[src/rtl/ifetch_line_buffer_pkg.sv]
// Shared types and constants for the instruction-fetch line buffer.
package ifetch_pkg;

  // Miss-handling controller states.
  typedef enum logic [1:0] {
    IDLE      = 2'd0,
    MISS_REQ  = 2'd1,
    MISS_WAIT = 2'd2
  } state_e;

  localparam int ADDR_W     = 32;
  localparam int LINE_BYTES = 16;
  localparam int OFFSET_W   = 4;
  localparam int TAG_W      = ADDR_W - OFFSET_W;

endpackage

[src/rtl/ifetch_line_buffer_if.sv]
// Core-side fetch port, memory fill port and perf counters of the line buffer.
//
// Handshakes: a transfer happens on a rising edge where valid and ready are
// both 1. The sender holds valid and its payload stable until that edge and
// never waits on ready before raising valid. rsp_valid has no ready: the core
// never stalls, so it is a single-cycle pulse.
interface ifetch_line_buffer_if #(
  parameter int ADDR_W = 32,
  parameter int LINE_W = 128
);
  import ifetch_pkg::*;

  logic              flush;
  logic [ADDR_W-1:0] req_addr;
  logic              req_valid;
  logic              req_ready;
  logic [LINE_W-1:0] rsp_data;
  logic              rsp_valid;
  logic [ADDR_W-1:0] mem_req_addr;
  logic              mem_req_valid;
  logic              mem_req_ready;
  logic [LINE_W-1:0] mem_rsp_data;
  logic              mem_rsp_valid;
  logic [31:0]       hit_count;
  logic [31:0]       miss_count;
  state_e            dbg_state;

  // Buffer side.
  modport slave (
    input  flush, req_addr, req_valid, mem_req_ready, mem_rsp_data, mem_rsp_valid,
    output req_ready, rsp_data, rsp_valid, mem_req_addr, mem_req_valid,
    output hit_count, miss_count, dbg_state
  );

  // Core plus memory side.
  modport master (
    output flush, req_addr, req_valid, mem_req_ready, mem_rsp_data, mem_rsp_valid,
    input  req_ready, rsp_data, rsp_valid, mem_req_addr, mem_req_valid,
    input  hit_count, miss_count, dbg_state
  );

endinterface

[src/rtl/ifetch_line_buffer_store.sv]
// Fully associative tag/valid/data storage with combinational lookup,
// a single write port and a whole-array invalidate.
module ifetch_line_store #(
  parameter int N_LINES   = 4,
  parameter int TAG_BITS  = 28,
  parameter int DATA_BITS = 128,
  parameter int IDX_BITS  = 2
) (
  input  logic                 clk_i,
  input  logic                 rst_ni,
  input  logic                 flush_i,
  input  logic [TAG_BITS-1:0]  lookup_tag_i,
  output logic                 hit_o,
  output logic [DATA_BITS-1:0] hit_data_o,
  input  logic                 wr_en_i,
  input  logic [IDX_BITS-1:0]  wr_idx_i,
  input  logic [TAG_BITS-1:0]  wr_tag_i,
  input  logic [DATA_BITS-1:0] wr_data_i
);

  logic [N_LINES-1:0]   valid_q;
  logic [TAG_BITS-1:0]  tag_q  [N_LINES];
  logic [DATA_BITS-1:0] data_q [N_LINES];

  // Valid bits: flush wins over a same-cycle install so a flushed line never survives.
  always_ff @(posedge clk_i or negedge rst_ni) begin
    if (!rst_ni) begin
      valid_q <= '0;
    end else if (flush_i) begin
      valid_q <= '0;
    end else if (wr_en_i) begin
      valid_q[wr_idx_i] <= 1'b1;
    end
  end

  // Tag and data payload written on install.
  always_ff @(posedge clk_i or negedge rst_ni) begin
    if (!rst_ni) begin
      for (int i = 0; i < N_LINES; i++) begin
        tag_q[i]  <= '0;
        data_q[i] <= '0;
      end
    end else if (wr_en_i) begin
      tag_q[wr_idx_i]  <= wr_tag_i;
      data_q[wr_idx_i] <= wr_data_i;
    end
  end

  // Parallel tag compare; tags are unique, so at most one entry matches.
  always_comb begin
    hit_o      = 1'b0;
    hit_data_o = '0;
    for (int i = 0; i < N_LINES; i++) begin
      if (valid_q[i] && (tag_q[i] == lookup_tag_i)) begin
        hit_o      = 1'b1;
        hit_data_o = data_q[i];
      end
    end
  end

endmodule

[src/rtl/ifetch_line_buffer.sv]
// Instruction-fetch line buffer: one-cycle hits from a small fully associative
// line store, single outstanding memory fill on a miss, round-robin victim,
// flush support and hit/miss counters.
module ifetch_line_buffer #(
  parameter int NUM_LINES = 4,
  parameter int ADDR_W    = 32,
  parameter int LINE_W    = 128
) (
  input  logic                 core_clk_main_800mhz,
  input  logic                 core_reset_async_n,
  ifetch_line_buffer_if.slave  bus
);
  import ifetch_pkg::*;

  localparam int IDX_W  = $clog2(NUM_LINES);
  localparam int LTAG_W = ADDR_W - OFFSET_W;

  state_e             state_q, state_d;
  logic [IDX_W-1:0]   victim_q, victim_d;
  logic               flush_seen_q, flush_seen_d;
  logic [LTAG_W-1:0]  tag_q, tag_d;
  logic               rsp_valid_q, rsp_valid_d;
  logic [LINE_W-1:0]  rsp_data_q, rsp_data_d;
  logic [31:0]        hit_cnt_q, hit_cnt_d;
  logic [31:0]        miss_cnt_q, miss_cnt_d;
  logic               ready_en_q;

  logic               req_ready;
  logic               accept;
  logic [LTAG_W-1:0]  req_tag;
  logic               lookup_hit;
  logic [LINE_W-1:0]  lookup_data;
  logic               wr_en;
  logic               unused_offset;

  // The byte offset within the line does not affect which line is returned.
  assign req_tag       = bus.req_addr[ADDR_W-1:OFFSET_W];
  assign unused_offset = ^bus.req_addr[OFFSET_W-1:0];

  // ready_en_q keeps req_ready low while reset is asserted and for the first edge after.
  assign req_ready = ready_en_q & (state_q == IDLE) & ~bus.flush;
  assign accept    = bus.req_valid & req_ready;

  ifetch_line_store #(
    .N_LINES   (NUM_LINES),
    .TAG_BITS  (LTAG_W),
    .DATA_BITS (LINE_W),
    .IDX_BITS  (IDX_W)
  ) u_store (
    .clk_i        (core_clk_main_800mhz),
    .rst_ni       (core_reset_async_n),
    .flush_i      (bus.flush),
    .lookup_tag_i (req_tag),
    .hit_o        (lookup_hit),
    .hit_data_o   (lookup_data),
    .wr_en_i      (wr_en),
    .wr_idx_i     (victim_q),
    .wr_tag_i     (tag_q),
    .wr_data_i    (bus.mem_rsp_data)
  );

  // State and datapath registers.
  always_ff @(posedge core_clk_main_800mhz or negedge core_reset_async_n) begin
    if (!core_reset_async_n) begin
      state_q      <= IDLE;
      victim_q     <= '0;
      flush_seen_q <= 1'b0;
      tag_q        <= '0;
      rsp_valid_q  <= 1'b0;
      rsp_data_q   <= '0;
      hit_cnt_q    <= '0;
      miss_cnt_q   <= '0;
      ready_en_q   <= 1'b0;
    end else begin
      state_q      <= state_d;
      victim_q     <= victim_d;
      flush_seen_q <= flush_seen_d;
      tag_q        <= tag_d;
      rsp_valid_q  <= rsp_valid_d;
      rsp_data_q   <= rsp_data_d;
      hit_cnt_q    <= hit_cnt_d;
      miss_cnt_q   <= miss_cnt_d;
      ready_en_q   <= 1'b1;
    end
  end

  // Next-state logic: lookup in IDLE, fill request, fill return and install.
  always_comb begin
    state_d      = state_q;
    victim_d     = victim_q;
    flush_seen_d = flush_seen_q;
    tag_d        = tag_q;
    rsp_valid_d  = 1'b0;
    rsp_data_d   = rsp_data_q;
    hit_cnt_d    = hit_cnt_q;
    miss_cnt_d   = miss_cnt_q;
    wr_en        = 1'b0;

    case (state_q)
      IDLE: begin
        flush_seen_d = 1'b0;
        if (accept) begin
          if (lookup_hit) begin
            rsp_valid_d = 1'b1;
            rsp_data_d  = lookup_data;
            hit_cnt_d   = hit_cnt_q + 32'd1;
          end else begin
            miss_cnt_d = miss_cnt_q + 32'd1;
            tag_d      = req_tag;
            state_d    = MISS_REQ;
          end
        end
      end

      MISS_REQ: begin
        flush_seen_d = flush_seen_q | bus.flush;
        if (bus.mem_req_ready) begin
          state_d = MISS_WAIT;
        end
      end

      MISS_WAIT: begin
        flush_seen_d = flush_seen_q | bus.flush;
        if (bus.mem_rsp_valid) begin
          rsp_valid_d  = 1'b1;
          rsp_data_d   = bus.mem_rsp_data;
          state_d      = IDLE;
          flush_seen_d = 1'b0;
          // A flush at any point of this miss makes the fill return-only.
          if (!(flush_seen_q | bus.flush)) begin
            wr_en    = 1'b1;
            victim_d = (victim_q == IDX_W'(NUM_LINES - 1)) ? '0 : victim_q + IDX_W'(1);
          end
        end
      end

      default: begin
        state_d = IDLE;
      end
    endcase
  end

  assign bus.req_ready     = req_ready;
  assign bus.rsp_valid     = rsp_valid_q;
  assign bus.rsp_data      = rsp_data_q;
  assign bus.mem_req_valid = (state_q == MISS_REQ);
  assign bus.mem_req_addr  = {tag_q, {OFFSET_W{1'b0}}};
  assign bus.hit_count     = hit_cnt_q;
  assign bus.miss_count    = miss_cnt_q;
  assign bus.dbg_state     = state_q;

endmodule
[src/flat_wrapper.sv]
// flat-port wrapper written by rule: the top's interface ports become plain ports
module ifetch_line_buffer_flat import ifetch_pkg::*;
#(
  parameter int NUM_LINES = 4,
  parameter int ADDR_W    = 32,
  parameter int LINE_W    = 128
)
  (core_clk_main_800mhz, core_reset_async_n, bus_flush, bus_req_addr, bus_req_valid, bus_mem_req_ready, bus_mem_rsp_data, bus_mem_rsp_valid, bus_req_ready, bus_rsp_data, bus_rsp_valid, bus_mem_req_addr, bus_mem_req_valid, bus_hit_count, bus_miss_count, bus_dbg_state);
  ifetch_line_buffer_if #(.ADDR_W(ADDR_W), .LINE_W(LINE_W)) bus_i ();
  input  logic core_clk_main_800mhz;
  input  logic core_reset_async_n;
  input wire logic [$bits(bus_i.flush)-1:0] bus_flush;
  input wire logic [$bits(bus_i.req_addr)-1:0] bus_req_addr;
  input wire logic [$bits(bus_i.req_valid)-1:0] bus_req_valid;
  input wire logic [$bits(bus_i.mem_req_ready)-1:0] bus_mem_req_ready;
  input wire logic [$bits(bus_i.mem_rsp_data)-1:0] bus_mem_rsp_data;
  input wire logic [$bits(bus_i.mem_rsp_valid)-1:0] bus_mem_rsp_valid;
  output wire logic [$bits(bus_i.req_ready)-1:0] bus_req_ready;
  output wire logic [$bits(bus_i.rsp_data)-1:0] bus_rsp_data;
  output wire logic [$bits(bus_i.rsp_valid)-1:0] bus_rsp_valid;
  output wire logic [$bits(bus_i.mem_req_addr)-1:0] bus_mem_req_addr;
  output wire logic [$bits(bus_i.mem_req_valid)-1:0] bus_mem_req_valid;
  output wire logic [$bits(bus_i.hit_count)-1:0] bus_hit_count;
  output wire logic [$bits(bus_i.miss_count)-1:0] bus_miss_count;
  output wire logic [$bits(bus_i.dbg_state)-1:0] bus_dbg_state;
  assign bus_i.flush = bus_flush;
  assign bus_i.req_addr = bus_req_addr;
  assign bus_i.req_valid = bus_req_valid;
  assign bus_i.mem_req_ready = bus_mem_req_ready;
  assign bus_i.mem_rsp_data = bus_mem_rsp_data;
  assign bus_i.mem_rsp_valid = bus_mem_rsp_valid;
  assign bus_req_ready = bus_i.req_ready;
  assign bus_rsp_data = bus_i.rsp_data;
  assign bus_rsp_valid = bus_i.rsp_valid;
  assign bus_mem_req_addr = bus_i.mem_req_addr;
  assign bus_mem_req_valid = bus_i.mem_req_valid;
  assign bus_hit_count = bus_i.hit_count;
  assign bus_miss_count = bus_i.miss_count;
  assign bus_dbg_state = bus_i.dbg_state;
  ifetch_line_buffer #(.NUM_LINES(NUM_LINES), .ADDR_W(ADDR_W), .LINE_W(LINE_W)) u_core (.core_clk_main_800mhz(core_clk_main_800mhz), .core_reset_async_n(core_reset_async_n), .bus(bus_i));
endmodule
[config.mk]
export PLATFORM = sky130hd
export DESIGN_NAME = ifetch_line_buffer_flat
export DESIGN_NICKNAME = d
export VERILOG_FILES = /design/src/rtl/ifetch_line_buffer_pkg.sv /design/src/rtl/ifetch_line_buffer_if.sv /design/src/rtl/ifetch_line_buffer_store.sv /design/src/rtl/ifetch_line_buffer.sv /design/src/flat_wrapper.sv
export SDC_FILE = /design/constraint.sdc
export NUM_CORES = 2
export LEC_CHECK = 0
export ABC_AREA = 1
export CAP_MARGIN = 30
export CORE_MARGIN = 3
export CORE_UTILIZATION = 50
export DETAILED_ROUTE_END_ITERATION = 6
export GPL_ROUTABILITY_DRIVEN = 0
export GPL_TIMING_DRIVEN = 0
export HOLD_SLACK_MARGIN = 0.08
export PLACE_DENSITY = 0.8
export REMOVE_ABC_BUFFERS = 1
export SKIP_CTS_REPAIR_TIMING = 1
export SYNTH_ARGS = -nofsm -noshare
export SYNTH_HDL_FRONTEND = slang
export SYNTH_SLANG_ARGS = --single-unit
[constraint.sdc]
create_clock -name core_clk_main_800mhz -period 4.6 [get_ports core_clk_main_800mhz]
set_clock_uncertainty 0.15 [all_clocks]
set_input_delay 1.15 -clock core_clk_main_800mhz [delete_from_list [all_inputs] [get_ports core_clk_main_800mhz]]
set_output_delay 1.15 -clock core_clk_main_800mhz [all_outputs]
set_load 0.01 [all_outputs]
* Word level (Yosys, flattened, before mapping)
Cells that the tools add are included.
Cells by class: bitwise gates (word level) 9, reduce and logical (&&, ||, !) cells 15, add/sub/neg operators 3, mux-type cells 37, equality and inequality tests 12, $lt $le $gt $ge 4
Operators by type and width (number):
- $mux 128 | 8
- $bwmux 512 | 1
- $demux 128 s2 | 1
- $pmux 128 s2 | 1
- $bwmux 112 | 1
- $eq 28x28->1 | 4
- $add 32x1->32 const B | 2
- $demux 28 s2 | 1
- $mux 28 | 1
- $mux 1 | 12
- $mux 2 | 5
- $reduce_and 3->1 | 3
- $mux 4 | 2
- $reduce_and 4->1 | 2
- $logic_and 1x1->1 | 6
- $ne 2x2->1 const B | 3
- $pmux 2 s3 | 1
- $eq 2x2->1 const B | 2
- $ne 2x1->1 const B | 2
- $or 4x4->4 | 1
- $reduce_bool 2->1 | 2
- $and 1x1->1 | 3
- $ge 3x3->1 const B | 1
- $lt 2x3->1 const B | 1
- 12 further kinds | 14
Word-level totals: register bits 855, bits of input ports 166, output and inout port bits 229

* Longest topological paths before layout
depth in word-level cells 9, gate-level depth with buffers 19

* Cells and area by module
A second synthesis with hierarchy kept.
Unflattened totals: cells, all modules 5217, area, all modules 41126.9 µm²
By module, submodules not included:
- ifetch_line_store | cells each 4001, area each 30145.2 µm², instances 1
- ifetch_line_buffer | cells each 1216, area each 10981.8 µm², instances 1

* Worst setup path before layout
No wires, ideal clock.
path type input to register, start input port bus_req_addr[24], end register u_core.miss_cnt_q[23] (netlist: u_core.bus.miss_count[23]), buffers on the path 1, stages 17, data arrival time 2.684 ns, slack 1.653 ns, path through buf_2 inv_2 nand2_1 nand2_1 nor2_1 nand2_1 nor2_1 nand2_1 nor2_2 nor2_1 nand4_2 nor2_2 nand2_1 nor2_1 nand2_1 nand2_1 inv_1
On the way: word-level cells in the longest chain between the ends 8
RTL lines:
- start: declaration | RTL line flat_wrapper.sv:13 | input wire logic [$bits(bus_i.req_addr)-1:0] bus_req_addr;
- $eq 28x28->1 | RTL line ifetch_line_buffer_store.sv:54 | if (valid_q[i] && (tag_q[i] == lookup_tag_i)) begin
- $logic_and 1x1->1 | RTL line ifetch_line_buffer_store.sv:54
- $mux 1 (3 in a row) | RTL line ifetch_line_buffer_store.sv:54
- $mux 1 * | RTL line ifetch_line_buffer_store.sv:54
- $not 1->1 (no line) *
- $reduce_and 3->1 (no line) *
- end signal: assignment | RTL line ifetch_line_buffer.sv:82 | miss_cnt_q <= miss_cnt_d;
- end: declaration | RTL line ifetch_line_buffer.sv:25 | logic [31:0] miss_cnt_q, miss_cnt_d;
Every way passes the cells marked *; elsewhere a longest branch is shown, timed or not. A chain may end at the register's enable or synchronous reset.

* Worst setup path after layout
start input port bus_req_addr[18], end register u_core.rsp_data_q[64] (netlist: u_core.bus.rsp_data[64])
On the way: word-level cells in the longest chain between the ends 9
RTL lines:
- $eq 28x28->1 | RTL line ifetch_line_buffer_store.sv:54
- $logic_and 1x1->1 | RTL line ifetch_line_buffer_store.sv:54
- $mux 128 (4 in a row) | RTL line ifetch_line_buffer_store.sv:54
- $mux 128 | RTL line ifetch_line_buffer.sv:103 | if (lookup_hit) begin
- $mux 128 | RTL line ifetch_line_buffer.sv:102 | if (accept) begin
- $pmux 128 s2 | RTL line ifetch_line_buffer.sv:99 | case (state_q)
- end signal: assignment | RTL line ifetch_line_buffer.sv:80 | rsp_data_q <= rsp_data_d;
- end: declaration | RTL line ifetch_line_buffer.sv:23 | logic [LINE_W-1:0] rsp_data_q, rsp_data_d;
Several ways; a longest one is shown, not always the timed one. The select of a mux whose other input is x is not followed.

==> impl_metrics.ini <==
[status]
status = finished with violations
violations = design-rule violations

[sta]
finalCriticalPeriod_ns = 4.38
drv_slew = 0
rsz0062_at_grt = false
fmax_ghz = 0.228
tightest_slew_ns = 1.07
slew_headroom_pct = 28.8
finalHoldViolCount = 0
period_share_pct = 95.3
hold_ws_ns = 0.328
setup_violations = 0

[die]
dieArea_sq_um = 84600
initial_utilization_pct = 50.9
rows = 103
die_w_um = 291
core_area_sq_um = 79600
ios = 395
die_h_um = 291

[global_route]
grt_pass1_wl_um = 195000
overflow = 0
antenna_found_initial = 16
first_global_vias = 35900
grt.total_usage_pct = 28.3
grt_max_degree = 170

[final_layout]
area_growth_pct = 21.7
drive_above_1_share_pct = 4.89
fillerInstances = 6717
post-route-util_pct = 62.0
layout.nets = 5589

[clock_network]
clk_path_buf_depth = 3
cts.htree.levels = 3
clk_latency_ns = 0.65
root_buffer = clkbuf_16
cts_tree = built
clk_pin_slew_worst_paths_ns = 0.06
cts_sinks = 855
numCtsBuffers = 91

[setup_path]
cp.arrival_ns = 4.82
critPathMaxStageDelay_ns = 0.64
path_class = in2reg
path_cells = clkdlybuf4s50_1 > xnor2_1 > nand3_1 > nor2_1 > nand2_1 > nor2_4 > buf_12 > nor2_1 > nand2_2 > o211ai_4 > buf_12 > inv_8 > clkbuf_16 > nand3_1 > nand2_1
crit_required_ns = 5.03
critical_path.top_delay_family = buffers and inverters
worstSetupStartpointType = primary input
path_buf_inv = 5
crit_fanout = 46
slowest_stage = xnor2_1
cp-end-kind = register

[route]
wl_per_cell_um = 18.7
firstDrtPassIters = 7
drt_iter0_drc = 3955
ant_nets = 0
vias_per_cell = 5.70
wl_um = 123000
via_count = 37300
drc = 28

[synth]
yosysMostFrequentCell = nand2_1
netlist_area_sq_um = 40600
synth_edf_count = 0
syn_avg_cell_area_sq_um = 7.83
synth_ff_type = dfrtp_1
async_flop_share_pct = 100
synth-seq-cells = 855
ys_seq_area_share_pct = 52.7
synth_top_area_share_pct = 52.7
yosys_warnings = 0
synth_top_cell_by_area = dfrtp_1
synth_common_cells = 1,872 x nand2_1, 855 x dfrtp_1, 647 x o21ai_0, 466 x nand3_1, 352 x inv_1
synthCells = 5180
ys_types = 36
yosys-top-cells-area = dfrtp_1 53%, nand2_1 17%, o21ai_0 8.0%, nand3_1 5.7%, inv_1 3.3%

[min_path]
min_path_type = in2async

[place]
port_buffers = 386
hpwlAfterDp_um = 77600

[power]
p_leak_nw = 24.3
powerDensity_nw_per_um2 = 559
peakVddDrop_mv = 0.363

[job]
max_cap_viol_count = 0
[per-layer routing]
| metal | vias to the layer above | share of wire, % | track usage, % |
|---|---|---|---|
| met2 | 1850 | 46 | 44.5 |
| met1 | 17900 | 40 | 37.6 |
| met4 | 16 | 4.4 | 12.3 |
| li1 | 17200 | - | - |
| met5 | - | 0.097 | 0 |
| met3 | 336 | 9.9 | 6.99 |
[worst paths after layout]
path                                                 start  cells after the start                         end  slack, ns
hold / removal                          core_reset_async_n                      1    u_core.u_store.tag_q[70]       0.33
setup reg to reg                   u_core.bus.dbg_state[0]                     11   u_core.u_store.data_q[56]       0.45
max in group asynchronous               core_reset_async_n                      4  u_core.u_store.data_q[168]       2.09
hold reg to reg                    u_core.bus.rsp_data[56]                      2     u_core.bus.rsp_data[56]       0.33
setup / recovery                          bus_req_addr[18]                     15     u_core.bus.rsp_data[64]       0.22
min in group core_clk_main_800mhz  u_core.bus.rsp_data[56]                      2     u_core.bus.rsp_data[56]       0.33
[power by group]
group | internal (mW) | switching (mW) | leakage, nW
logic | 2.94 | 4.61 | 11.5
clock network | 4.90 | 3.20 | 1.63
registers | 10.2 | 1.73 | 11.2
total | 18.1 | 9.53 | 24.3
[cell type report]
class / count / area, sq um / area share (%)
antenna: 9 / 22.5 / 0.0456
tap: 1050 / 1310 / 2.66
clock buffer: 122 / 2550 / 5.17
inverter: 389 / 1480 / 2.99
multi-input combinational: 3632 / 16500 / 33.5
sequential: 855 / 21400 / 43.3
timing repair buffer: 444 / 5290 / 10.7
clock inverter: 43 / 790 / 1.60
[per-stage QoR]
stage	setup WS [ns]	TNS [ns]	power (mW)	std cells	instance area, sq um
after floorplan	-6.44	-4037.44	16.2	4876	39300
after global placement	-36.22	-	18.5	6312	44500
after detailed placement	-1.28	-149.65	19.3	6364	45900
after CTS	-0.602	-48.36	27.5	6529	49200
after global routing	0.0544	0	29.2	6538	49300
final	0.217	0	27.6	6544	49400
[sequential cells by signal, indices dropped and copies added, names as in the netlist]
| register | count |
|---|---|
| u_core.bus.dbg_state | 2 |
| u_core.u_store.data_q | 512 |
| u_core.victim_q | 2 |
| u_core.bus.hit_count | 32 |
| u_core.u_store.valid_q | 4 |
| u_core.ready_en_q | 1 |
| u_core.flush_seen_q | 1 |
| u_core.u_store.tag_q | 112 |
| u_core.bus.rsp_valid | 1 |
| u_core.bus.miss_count | 32 |
| u_core.bus.rsp_data | 128 |
| u_core.tag_q | 28 |
[logic make-up (layout without fill, tap and decap cells)]
kind of cell,Yosys count,after routing,share of synthesized area [%]
compound gates,923,923,12.2
flops,855,855,52.7
xor+xnor,68,68,1.49
simple gates,2626,2626,26.4
fa+ha+maj,10,10,0.308
buf+inv,696,998,6.81
other cells,2,14,0.0185
[cells in the final DEF, fill, tap and decap left out, types with 14 or more instances in the layout]
cell	synthesis	final
nand3_1	466	466
nor2_1	177	176
inv_1	352	352
a21oi_1	139	139
o21ai_0	647	647
xnor2_1	34	32
nand4_1	41	41
clkdlybuf4s50_1	0	384
o211ai_1	129	129
xor2_1	33	33
bufinv_16	0	17
buf_16	0	38
inv_2	36	34
clkbuf_1	223	15
clkinv_2	0	14
buf_12	0	16
nand2_1	1872	1866
nor4_1	19	19
clkbuf_8	0	16
dfrtp_1	855	855
clkbuf_16	0	92
nor3_1	32	32
(Power assumes the default switching activity.)
